## src/rtl/uart_pkg.sv

```systemverilog
// Shared constants and types for the memory-mapped UART transmitter:
// register offsets, STATUS bit positions and the TX state encoding.
package uart_pkg;

   localparam logic [31:0] UART_TXDATA_OFF = 32'h0000_0000;
   localparam logic [31:0] UART_STATUS_OFF = 32'h0000_0004;
   localparam logic [31:0] UART_BAUD_OFF   = 32'h0000_0008;

   localparam int ST_FULL_BIT  = 0;
   localparam int ST_EMPTY_BIT = 1;
   localparam int ST_BUSY_BIT  = 2;
   localparam int ST_OVF_BIT   = 3;
   localparam int ST_COUNT_LSB = 4;

   localparam logic [15:0] UART_MIN_DIV = 16'd2;

   typedef enum logic [1:0] {
      IDLE  = 2'd0,
      START = 2'd1,
      DATA  = 2'd2,
      STOP  = 2'd3
   } uart_state_t;

   // A divisor of 0 or 1 cannot produce a bit period, so it is raised to the minimum.
   function automatic logic [15:0] clamp_div(input logic [15:0] div);
      return (div < UART_MIN_DIV) ? UART_MIN_DIV : div;
   endfunction

endpackage

```

## src/rtl/sync_fifo.sv

```systemverilog
// Single-clock FIFO with a combinational head read; pushes into a full FIFO
// and pops from an empty one are ignored internally.
module sync_fifo #(
   parameter int WIDTH = 8,
   parameter int DEPTH = 8
) (
   input  logic                     clk,
   input  logic                     rst_n,
   input  logic                     push,
   input  logic                     pop,
   input  logic [WIDTH-1:0]         din,
   output logic [WIDTH-1:0]         dout,
   output logic                     full,
   output logic                     empty,
   output logic [$clog2(DEPTH):0]   count
);

   localparam int AW = $clog2(DEPTH);
   localparam logic [AW:0] DEPTH_W = DEPTH[AW:0];

   logic [WIDTH-1:0] mem_q [DEPTH];
   logic [AW-1:0]    wr_ptr_q, wr_ptr_d;
   logic [AW-1:0]    rd_ptr_q, rd_ptr_d;
   logic [AW:0]      count_q, count_d;
   logic             push_ok, pop_ok;

   assign full    = (count_q == DEPTH_W);
   assign empty   = (count_q == '0);
   assign count   = count_q;
   assign dout    = mem_q[rd_ptr_q];
   assign push_ok = push && !full;
   assign pop_ok  = pop && !empty;

   // Pointers wrap naturally because DEPTH is a power of two.
   always_comb begin
      wr_ptr_d = wr_ptr_q;
      rd_ptr_d = rd_ptr_q;
      count_d  = count_q;
      if (push_ok) begin
         wr_ptr_d = wr_ptr_q + 1'b1;
      end
      if (pop_ok) begin
         rd_ptr_d = rd_ptr_q + 1'b1;
      end
      case ({push_ok, pop_ok})
         2'b10:   count_d = count_q + 1'b1;
         2'b01:   count_d = count_q - 1'b1;
         default: count_d = count_q;
      endcase
   end

   always_ff @(posedge clk or negedge rst_n) begin
      if (!rst_n) begin
         wr_ptr_q <= '0;
         rd_ptr_q <= '0;
         count_q  <= '0;
      end else begin
         wr_ptr_q <= wr_ptr_d;
         rd_ptr_q <= rd_ptr_d;
         count_q  <= count_d;
      end
   end

   always_ff @(posedge clk) begin
      if (push_ok) begin
         mem_q[wr_ptr_q] <= din;
      end
   end

endmodule

```

## src/rtl/mmio_uart_tx.sv

```systemverilog
// Memory-mapped 8N1 UART transmitter: TXDATA/STATUS/BAUDDIV registers on the
// data bus, a byte FIFO and the serialiser FSM driving tx.
module mmio_uart_tx
   import uart_pkg::*;
#(
   parameter logic [31:0] BASE_ADDR   = 32'hFFFF_FFE0,
   parameter int          FIFO_DEPTH  = 8,
   parameter int          DEFAULT_DIV = 52
) (
   input  logic        clk,
   input  logic        rst_n,
   input  logic        write_mem,
   input  logic [2:0]  funct3,
   input  logic [31:0] write_address,
   input  logic [31:0] write_data,
   input  logic [31:0] read_address,
   output logic [31:0] read_data,
   output logic        tx
);

   localparam int CW = $clog2(FIFO_DEPTH) + 1;

   logic          wr_txdata, wr_status, wr_baud;
   logic          fifo_pop, fifo_full, fifo_empty;
   logic [7:0]    fifo_dout;
   logic [CW-1:0] fifo_count;

   uart_state_t   state_q, state_d;
   logic [15:0]   baud_div_q, baud_div_d;
   logic [15:0]   div_lat_q, div_lat_d;
   logic [15:0]   bit_cnt_q, bit_cnt_d;
   logic [2:0]    bit_idx_q, bit_idx_d;
   logic [7:0]    shift_q, shift_d;
   logic          tx_q, tx_d;
   logic          ovf_q, ovf_d;
   logic [31:0]   read_q, read_d;
   logic [31:0]   status_word;
   logic [3:0]    count_sat;
   logic          load_frame;

   // Only byte lane 0 and the low half-word of the bus data are meaningful here.
   logic unused_bits;
   assign unused_bits = ^{funct3, write_data[31:16]};

   assign wr_txdata = write_mem && (write_address == BASE_ADDR + UART_TXDATA_OFF);
   assign wr_status = write_mem && (write_address == BASE_ADDR + UART_STATUS_OFF);
   assign wr_baud   = write_mem && (write_address == BASE_ADDR + UART_BAUD_OFF);

   sync_fifo #(
      .WIDTH (8),
      .DEPTH (FIFO_DEPTH)
   ) u_fifo (
      .clk   (clk),
      .rst_n (rst_n),
      .push  (wr_txdata),
      .pop   (fifo_pop),
      .din   (write_data[7:0]),
      .dout  (fifo_dout),
      .full  (fifo_full),
      .empty (fifo_empty),
      .count (fifo_count)
   );

   // Register file: divisor and sticky overflow.
   always_comb begin
      baud_div_d = baud_div_q;
      ovf_d      = ovf_q;
      if (wr_baud) begin
         baud_div_d = clamp_div(write_data[15:0]);
      end
      if (wr_txdata && fifo_full) begin
         ovf_d = 1'b1;
      end else if (wr_status && write_data[ST_OVF_BIT]) begin
         ovf_d = 1'b0;
      end
   end

   // TX serialiser; the divisor is latched per frame so mid-frame writes wait.
   always_comb begin
      state_d    = state_q;
      div_lat_d  = div_lat_q;
      bit_cnt_d  = bit_cnt_q;
      bit_idx_d  = bit_idx_q;
      shift_d    = shift_q;
      tx_d       = tx_q;
      fifo_pop   = 1'b0;
      load_frame = 1'b0;
      case (state_q)
         IDLE: begin
            load_frame = !fifo_empty;
         end
         START: begin
            if (bit_cnt_q == '0) begin
               state_d   = DATA;
               tx_d      = shift_q[0];
               shift_d   = {1'b0, shift_q[7:1]};
               bit_idx_d = 3'd0;
               bit_cnt_d = div_lat_q - 16'd1;
            end else begin
               bit_cnt_d = bit_cnt_q - 16'd1;
            end
         end
         DATA: begin
            if (bit_cnt_q == '0) begin
               bit_cnt_d = div_lat_q - 16'd1;
               if (bit_idx_q == 3'd7) begin
                  state_d = STOP;
                  tx_d    = 1'b1;
               end else begin
                  bit_idx_d = bit_idx_q + 3'd1;
                  tx_d      = shift_q[0];
                  shift_d   = {1'b0, shift_q[7:1]};
               end
            end else begin
               bit_cnt_d = bit_cnt_q - 16'd1;
            end
         end
         STOP: begin
            if (bit_cnt_q == '0) begin
               if (fifo_empty) begin
                  state_d = IDLE;
               end else begin
                  load_frame = 1'b1;
               end
            end else begin
               bit_cnt_d = bit_cnt_q - 16'd1;
            end
         end
         default: begin
            state_d = IDLE;
            tx_d    = 1'b1;
         end
      endcase
      if (load_frame) begin
         fifo_pop  = 1'b1;
         state_d   = START;
         shift_d   = fifo_dout;
         div_lat_d = baud_div_q;
         bit_cnt_d = baud_div_q - 16'd1;
         tx_d      = 1'b0;
      end
   end

   // STATUS image and registered read mux.
   always_comb begin
      if (32'(fifo_count) > 32'd15) begin
         count_sat = 4'hF;
      end else begin
         count_sat = 4'(fifo_count);
      end
      status_word                        = '0;
      status_word[ST_FULL_BIT]           = fifo_full;
      status_word[ST_EMPTY_BIT]          = fifo_empty;
      status_word[ST_BUSY_BIT]           = (state_q != IDLE);
      status_word[ST_OVF_BIT]            = ovf_q;
      status_word[ST_COUNT_LSB +: 4]     = count_sat;

      read_d = '0;
      if (read_address == BASE_ADDR + UART_STATUS_OFF) begin
         read_d = status_word;
      end else if (read_address == BASE_ADDR + UART_BAUD_OFF) begin
         read_d = {16'h0000, baud_div_q};
      end
   end

   always_ff @(posedge clk or negedge rst_n) begin
      if (!rst_n) begin
         state_q    <= IDLE;
         baud_div_q <= 16'(DEFAULT_DIV);
         div_lat_q  <= 16'(DEFAULT_DIV);
         bit_cnt_q  <= '0;
         bit_idx_q  <= '0;
         shift_q    <= '0;
         tx_q       <= 1'b1;
         ovf_q      <= 1'b0;
         read_q     <= '0;
      end else begin
         state_q    <= state_d;
         baud_div_q <= baud_div_d;
         div_lat_q  <= div_lat_d;
         bit_cnt_q  <= bit_cnt_d;
         bit_idx_q  <= bit_idx_d;
         shift_q    <= shift_d;
         tx_q       <= tx_d;
         ovf_q      <= ovf_d;
         read_q     <= read_d;
      end
   end

   assign tx        = tx_q;
   assign read_data = read_q;

endmodule

```

## config.mk

```make
export PLATFORM = sky130hd
export DESIGN_NAME = mmio_uart_tx
export DESIGN_NICKNAME = d
export VERILOG_FILES = /design/src/rtl/uart_pkg.sv /design/src/rtl/sync_fifo.sv /design/src/rtl/mmio_uart_tx.sv
export SDC_FILE = /design/constraint.sdc
export NUM_CORES = 1
export LEC_CHECK = 0
export CAP_MARGIN = 10
export CORE_ASPECT_RATIO = 1.1
export CORE_UTILIZATION = 45
export DETAILED_ROUTE_END_ITERATION = 6
export GPL_ROUTABILITY_DRIVEN = 1
export PLACE_DENSITY_LB_ADDON = 0.3
export SYNTH_ARGS = -nofsm -noshare
export SYNTH_HDL_FRONTEND = slang
export SYNTH_SLANG_ARGS = --single-unit
```

## constraint.sdc

```tcl
create_clock -name clk -period 3.5 [get_ports clk]
set_input_delay 0.35 -clock clk [delete_from_list [all_inputs] [get_ports clk]]
set_output_delay 0.35 -clock clk [all_outputs]
set_load 0.02 [all_outputs]
```

Word-level counts from Yosys, hierarchy flattened
Memories as Yosys holds them, arrays and structs flattened.
Cells that the tools add are included.
- word-level logic and storage cells: 106
- memories kept: 1
- bits in writable memories: 64
- bits in registers: 105
- output and inout bits: 33
- magnitude comparators: 1
- eq/ne operators: 22
- reductions and logical operators: 25
- add/sub/neg operators: 8
- multiplexer cells: 37
- memory list (name ; depth ; bits a word ; read ports ; clocked after Yosys merged registers in ; write ports ; RTL line ; source):
    u_fifo.mem_q ; 8 ; 8 ; 1 ; 0 ; 1 ; sync_fifo.sv:21 ; logic [WIDTH-1:0] mem_q [DEPTH];
- operator list (kind ; number):
    $eq A32 B32 Y1 const B ; 5
    $mux W16 ; 6
    $sub A16 B1 Y16 const B ; 3
    $mux W8 ; 4
    $pmux W16 S2 ; 1
    $ne A3 B3 Y1 const B ; 7
    $logic_not A16 Y1 ; 1
    $lt A16 B2 Y1 const B ; 1
    $pmux W8 S2 ; 1
    $mux W2 ; 6
    $mux W1 ; 11
    $add A3 B1 Y3 const B ; 3
    $mux W3 ; 3
    $pmux W4 S2 ; 1
    $reduce_and A4 Y1 ; 2
    $reduce_bool A2 Y1 ; 4
    $logic_and A1 B1 Y1 ; 7
    $eq A2 B2 Y1 const B ; 3
    $ne A2 B2 Y1 const B ; 3
    $pmux W2 S3 ; 1
    $pmux W3 S2 ; 1
    $reduce_and A6 Y1 ; 1
    $reduce_bool A3 Y1 ; 2
    $add A4 B1 Y4 const B ; 1
    12 further kinds ; 15

Longest topological paths before layout
- depth after elaboration: 8
- mapped depth: 15
- gate-level depth less buffers: 13

Modules after synthesis
From an unflattened synthesis, not the netlist that was laid out.
- cell total of the unflattened synthesis: 657
- area total of the unflattened synthesis: 7749.9 µm²
- modules (own cells, without submodules) (module ; sequential area each (µm²) ; cells each ; area an instance (µm²) ; instances):
    mmio_uart_tx ; 1985.7 ; 497 ; 4615.7 ; 1
    sync_fifo ; 2172.1 ; 160 ; 3134.3 ; 1

Least setup slack after synthesis
Ideal clock, no wire load.
- kind: register to register
- start point: reg bit_cnt_q[0]
- end point: reg u_fifo.count_q[2], in the netlist u_fifo.count[2]
- stages on the path, launching flop included: 16
- data arrival time: 2.710 ns
- slack: 0.663 ns
- clock period less this slack: 2.837 ns
- required time: 3.373 ns
- cells stage by stage: dfrtp_1 -> inv_1 -> ha_1 -> nor4b_2 -> nand4_4 -> o21a_1 -> buf_4 -> inv_4 -> buf_2 -> ha_1 -> xor2_1 -> ha_1 -> a21oi_1 -> xor2_1 -> nor2_1 -> xor2_1
- cells in the longest elaborated chain, start to end: 7
- ends and longest elaborated chain (element ; RTL line ; source):
    from (decl) ; mmio_uart_tx.sv:31 ; logic [15:0] bit_cnt_q, bit_cnt_d;
    from (signal assigned) ; mmio_uart_tx.sv:181 ; bit_cnt_q <= bit_cnt_d;
    $logic_not A16 Y1 * ; mmio_uart_tx.sv:119 ; if (bit_cnt_q == '0) begin
    $mux W1 * ; mmio_uart_tx.sv:119 ;
    $pmux W1 S2 * ; mmio_uart_tx.sv:88 ; case (state_q)
    $mux W1 * ; mmio_uart_tx.sv:134 ; if (load_frame) begin
    $logic_and A1 B1 Y1 * ; sync_fifo.sv:32 ; assign pop_ok = pop && !empty;
    net u_fifo.pop_ok ; sync_fifo.sv:25 ; logic push_ok, pop_ok;
    $eq A2 B1 Y1 or $eq A2 B2 Y1 (tied branches) ; sync_fifo.sv:45 ; case ({push_ok, pop_ok})
    $pmux W4 S2 or $reduce_bool A2 Y1 (tied branches) ; n/a ;
    to (signal assigned) ; sync_fifo.sv:60 ; count_q <= count_d;
    to (decl) ; sync_fifo.sv:24 ; logic [AW:0] count_q, count_d;
The timed path passes the listed nets; every way through them passes the cells marked *.
A chain may end at the register's enable or synchronous reset.

Final worst setup path
- start point: in write_address[0]
- end point: reg u_fifo.count_q[2], in the netlist u_fifo.count[2]
- cells in the longest elaborated chain, start to end: 5
- ends and longest elaborated chain (element ; RTL line ; source):
    from (decl) ; mmio_uart_tx.sv:14 ; input logic [31:0] write_address,
    $eq A32 B32 Y1 * ; mmio_uart_tx.sv:45 ; assign wr_txdata = write_mem && (write_address == BASE_ADDR + UART_TXDATA_OFF);
    $logic_and A1 B1 Y1 * ; mmio_uart_tx.sv:45 ;
    $logic_and A1 B1 Y1 * ; sync_fifo.sv:31 ; assign push_ok = push && !full;
    $eq A2 B1 Y1 or $eq A2 B2 Y1 (tied branches) ; sync_fifo.sv:45 ;
    $pmux W4 S2 or $reduce_bool A2 Y1 (tied branches) ; n/a ;
Every way passes the cells marked *; elsewhere a longest branch is shown, timed or not.

==> flow_metrics.tcl <==
set metrics [dict create \
    status "finished clean" \
    fin_skew_ns 0.00966 \
    die_area_sq_um 17800 \
    num_antenna_cells 0 \
    synth-seq-area-share_pct 53.5 \
    vias 5441 \
    drv_cap 0 \
    die_h_microns 140 \
    r2r_slack_ns 0.62 \
    yosysWarningCount 0 \
    crit_type "in2reg" \
    path_max_fanout 5 \
    rows 50 \
    r2r_end "u_fifo.count[2]" \
    synthesis.area_sq_um 7780 \
    nets 881 \
    overflow 0 \
    synth.top_cell.area_share_pct 26.4 \
    final_antenna_net_count 0 \
    grt_pass1_vias 5550 \
    nFillCells 1393 \
    report.final.slew_viol_count 0 \
    clk_path_buf_depth 2 \
    start_util_pct 45.9 \
    holdBufCountCts 0 \
    leakagePower_nw 4.07 \
    core_area_sq_um 17000 \
    peakVddDrop_v 0.000741 \
    end_kind "register" \
    min_period_ns 2.91 \
    cts.repair.resized 0 \
    grtUsageTotal_pct 20.4 \
    htree_num_levels 4 \
    synth_area_per_cell_sq_um 11.9 \
    drt_pass1_iterations 5 \
    cts.clk_slew.worst_paths_ns 0.07 \
    synth_seq_cells 153 \
    synth_area_leaders "dfrtp_1 (26%), edfxtp_1 (25%), mux4_2 (4.6%)" \
    antenna_found_initial 0 \
    avgViaCountPerCell 5.39 \
    async_reset_ff_share_pct 58.2 \
    clockRootBuffer "clkbuf_16" \
    netlist.top_cell.by_area "dfrtp_1" \
    cp.required_ns 3.80 \
    syn_to_final_growth_pct 23.5 \
    tns_ns 0 \
    rr_startpoint "bit_cnt_q[0]" \
    p_per_area_nw_per_um2 740 \
    gp_congestion 0.831 \
    cts_setup_buffers 0 \
    finalInstanceArea_sq_um 9600 \
    cts_buffers 17 \
    place.port_buffers 99 \
    clkLatencyLatePin_ns 0.43 \
    drt_iter0_markers 358 \
    die_w_microns 127 \
    synth_edf_count 64 \
    placed_area_sq_um 9000 \
    drt-total-wl_microns 16900 \
    worst-slew-pin-transition_ns 0.905 \
    setup_viol 0 \
    startpoint_type "input pin" \
    rsz0062_at_grt "no" \
    clock-sinks 153 \
    clock.fmax_mhz 344 \
    drive_gt1_share_pct 16.4 \
    final-hold-violation-count 0 \
    period_share_pct 83.1 \
    synth_flop_cell "dfrtp_1" \
    grt_start_max_net_pins 71 \
    cts_tree "done" \
    grt_first_pass_wirelength_microns 28000 \
    hp-class "in2async" \
    hpwl_microns 12300 \
    wire_per_inst_microns 16.7 \
    drc 0 \
    boundaryPins 135 \
    netlist_instances 654 \
    ff2ff_path_depth 13 \
    max_slew_margin_pct 39.7 \
    synth_cell_types 75 \
    crit_arrival_ns 3.21 \
]
[how the worst max path moves through the flow]
stage,endpoint,depth (start not counted),from,slack [ns]
after global routing,u_fifo.count[2],13,bit_cnt_q[0],0.28
final,u_fifo.count[2],13,write_address[0],0.59
after detailed placement,u_fifo.count[2],13,write_address[0],0.18
after CTS,u_fifo.count[2],13,bit_cnt_q[0],0.63
after global placement,u_fifo.count[2],13,write_address[0],0.23
after floorplan,u_fifo.count[2],15,bit_cnt_q[0],0.66
[area by class of cell]
class,instances,area (sq um),share of cell area [%]
clock buffer,17,425,4.43
clock inverter,15,176,1.84
inverter,14,55.1,0.573
multi-input combinational,457,3350,34.9
sequential,153,4160,43.3
tap,234,293,3.05
timing repair buffer,120,1150,11.9
[cell usage after synthesis (3+ instances only)]
cell and instances:
nor3_1 13, xor2_1 23, o31ai_1 3, or3_1 3
o21ai_1 11, dfstp_2 7, buf_4 19, o21ai_0 12
mux4_2 16, nand2b_1 3, nor2b_1 9, a22o_1 11
dfrtp_1 82, inv_1 12, mux2_2 11, nand2_2 3
nor4_1 11, mux2i_1 9, mux2_4 6, nand4_1 15
or4_1 4, nand4b_1 5, a22oi_1 3, nor3b_1 3
nor2_1 39, a211oi_1 10, and2_1 9, nand3_1 7
a31oi_1 4, buf_2 14, nand2_1 92, o211ai_1 6
clkbuf_1 9, xnor2_1 24, ha_1 16, nor4_4 4
nor3_2 3, edfxtp_1 64, a21oi_1 18
[worst max-delay path, cell delays in order]
cell             delay [ns]
clkdlybuf4s50_1        0.44
or4b_4                 0.54
nor4_4                 0.33
nand2_2                0.12
nor4_4                 0.19
inv_2                  0.10
ha_1                   0.26
xor2_1                 0.16
ha_1                   0.19
a21oi_1                0.14
xor2_1                 0.19
nor2_1                 0.07
xor2_1                 0.14
[registers in the layout (all words and copies together), names as in the netlist]
register,count
baud_div_q,16
bit_cnt_q,16
bit_idx_q,3
div_lat_q,16
ovf_q,1
read_data,16
shift_q,8
state_q,2
tx,1
u_fifo.count,4
u_fifo.mem_q,64
u_fifo.rd_ptr_q,3
u_fifo.wr_ptr_q,3
[cell usage in the layout, fill, tap and decap left out, types with 17 or more instances in the layout]
cell type and n:
xor2_1 23, clkbuf_16 17, nand2_1 92, dfrtp_1 82
buf_4 22, a21oi_1 18, nor2_1 39, xnor2_1 24
edfxtp_1 64, clkdlybuf4s50_1 98
[layer usage]
layer	up-vias	GRT usage, %	part of all wire, %
li1	2581	-	-
met1	2638	25.5	42
met2	201	35.3	51
met3	21	4.19	5.2
met4	0	6.14	1.2
met5	-	0	0
[power breakdown]
group | internal (mW) | leakage [nW] | switching, mW
logic | 1.25 | 1.99 | 1.99
registers | 1.95 | 1.79 | 0.108
clock network | 0.965 | 0.292 | 0.845
[per-stage QoR]
step	power, mW	utilization (%)	hold WS [ns]	std cells	setup slack, ns
2_1_floorplan	4.97	-	0.0544	669	0.663
3_3_place_gp	5.24	53.1	0.484	978	0.232
3_5_place_dp	5.28	53.1	0.493	978	0.179
4_1_cts	7.11	56.6	0.0713	1010	0.625
5_1_grt	7.44	56.6	0.108	1010	0.285
6_report	7.10	56.6	0.0342	1010	0.592
[cell families (layout without fill, tap and decap cells)]
logic type,Yosys count,after routing,share of synthesized area [%]
multiplexers,42,42,8.54
other,1,16,0.0482
buffers and inverters,59,166,4.21
AO/OA/AOI/OAI,94,94,8.51
XOR/XNOR,47,47,5.29
adder cells (fa/ha/maj),16,16,2.57
flip-flops,153,153,53.5
AND/OR/NAND/NOR,242,242,17.4
Note: power is estimated with default switching activity, not from simulation.
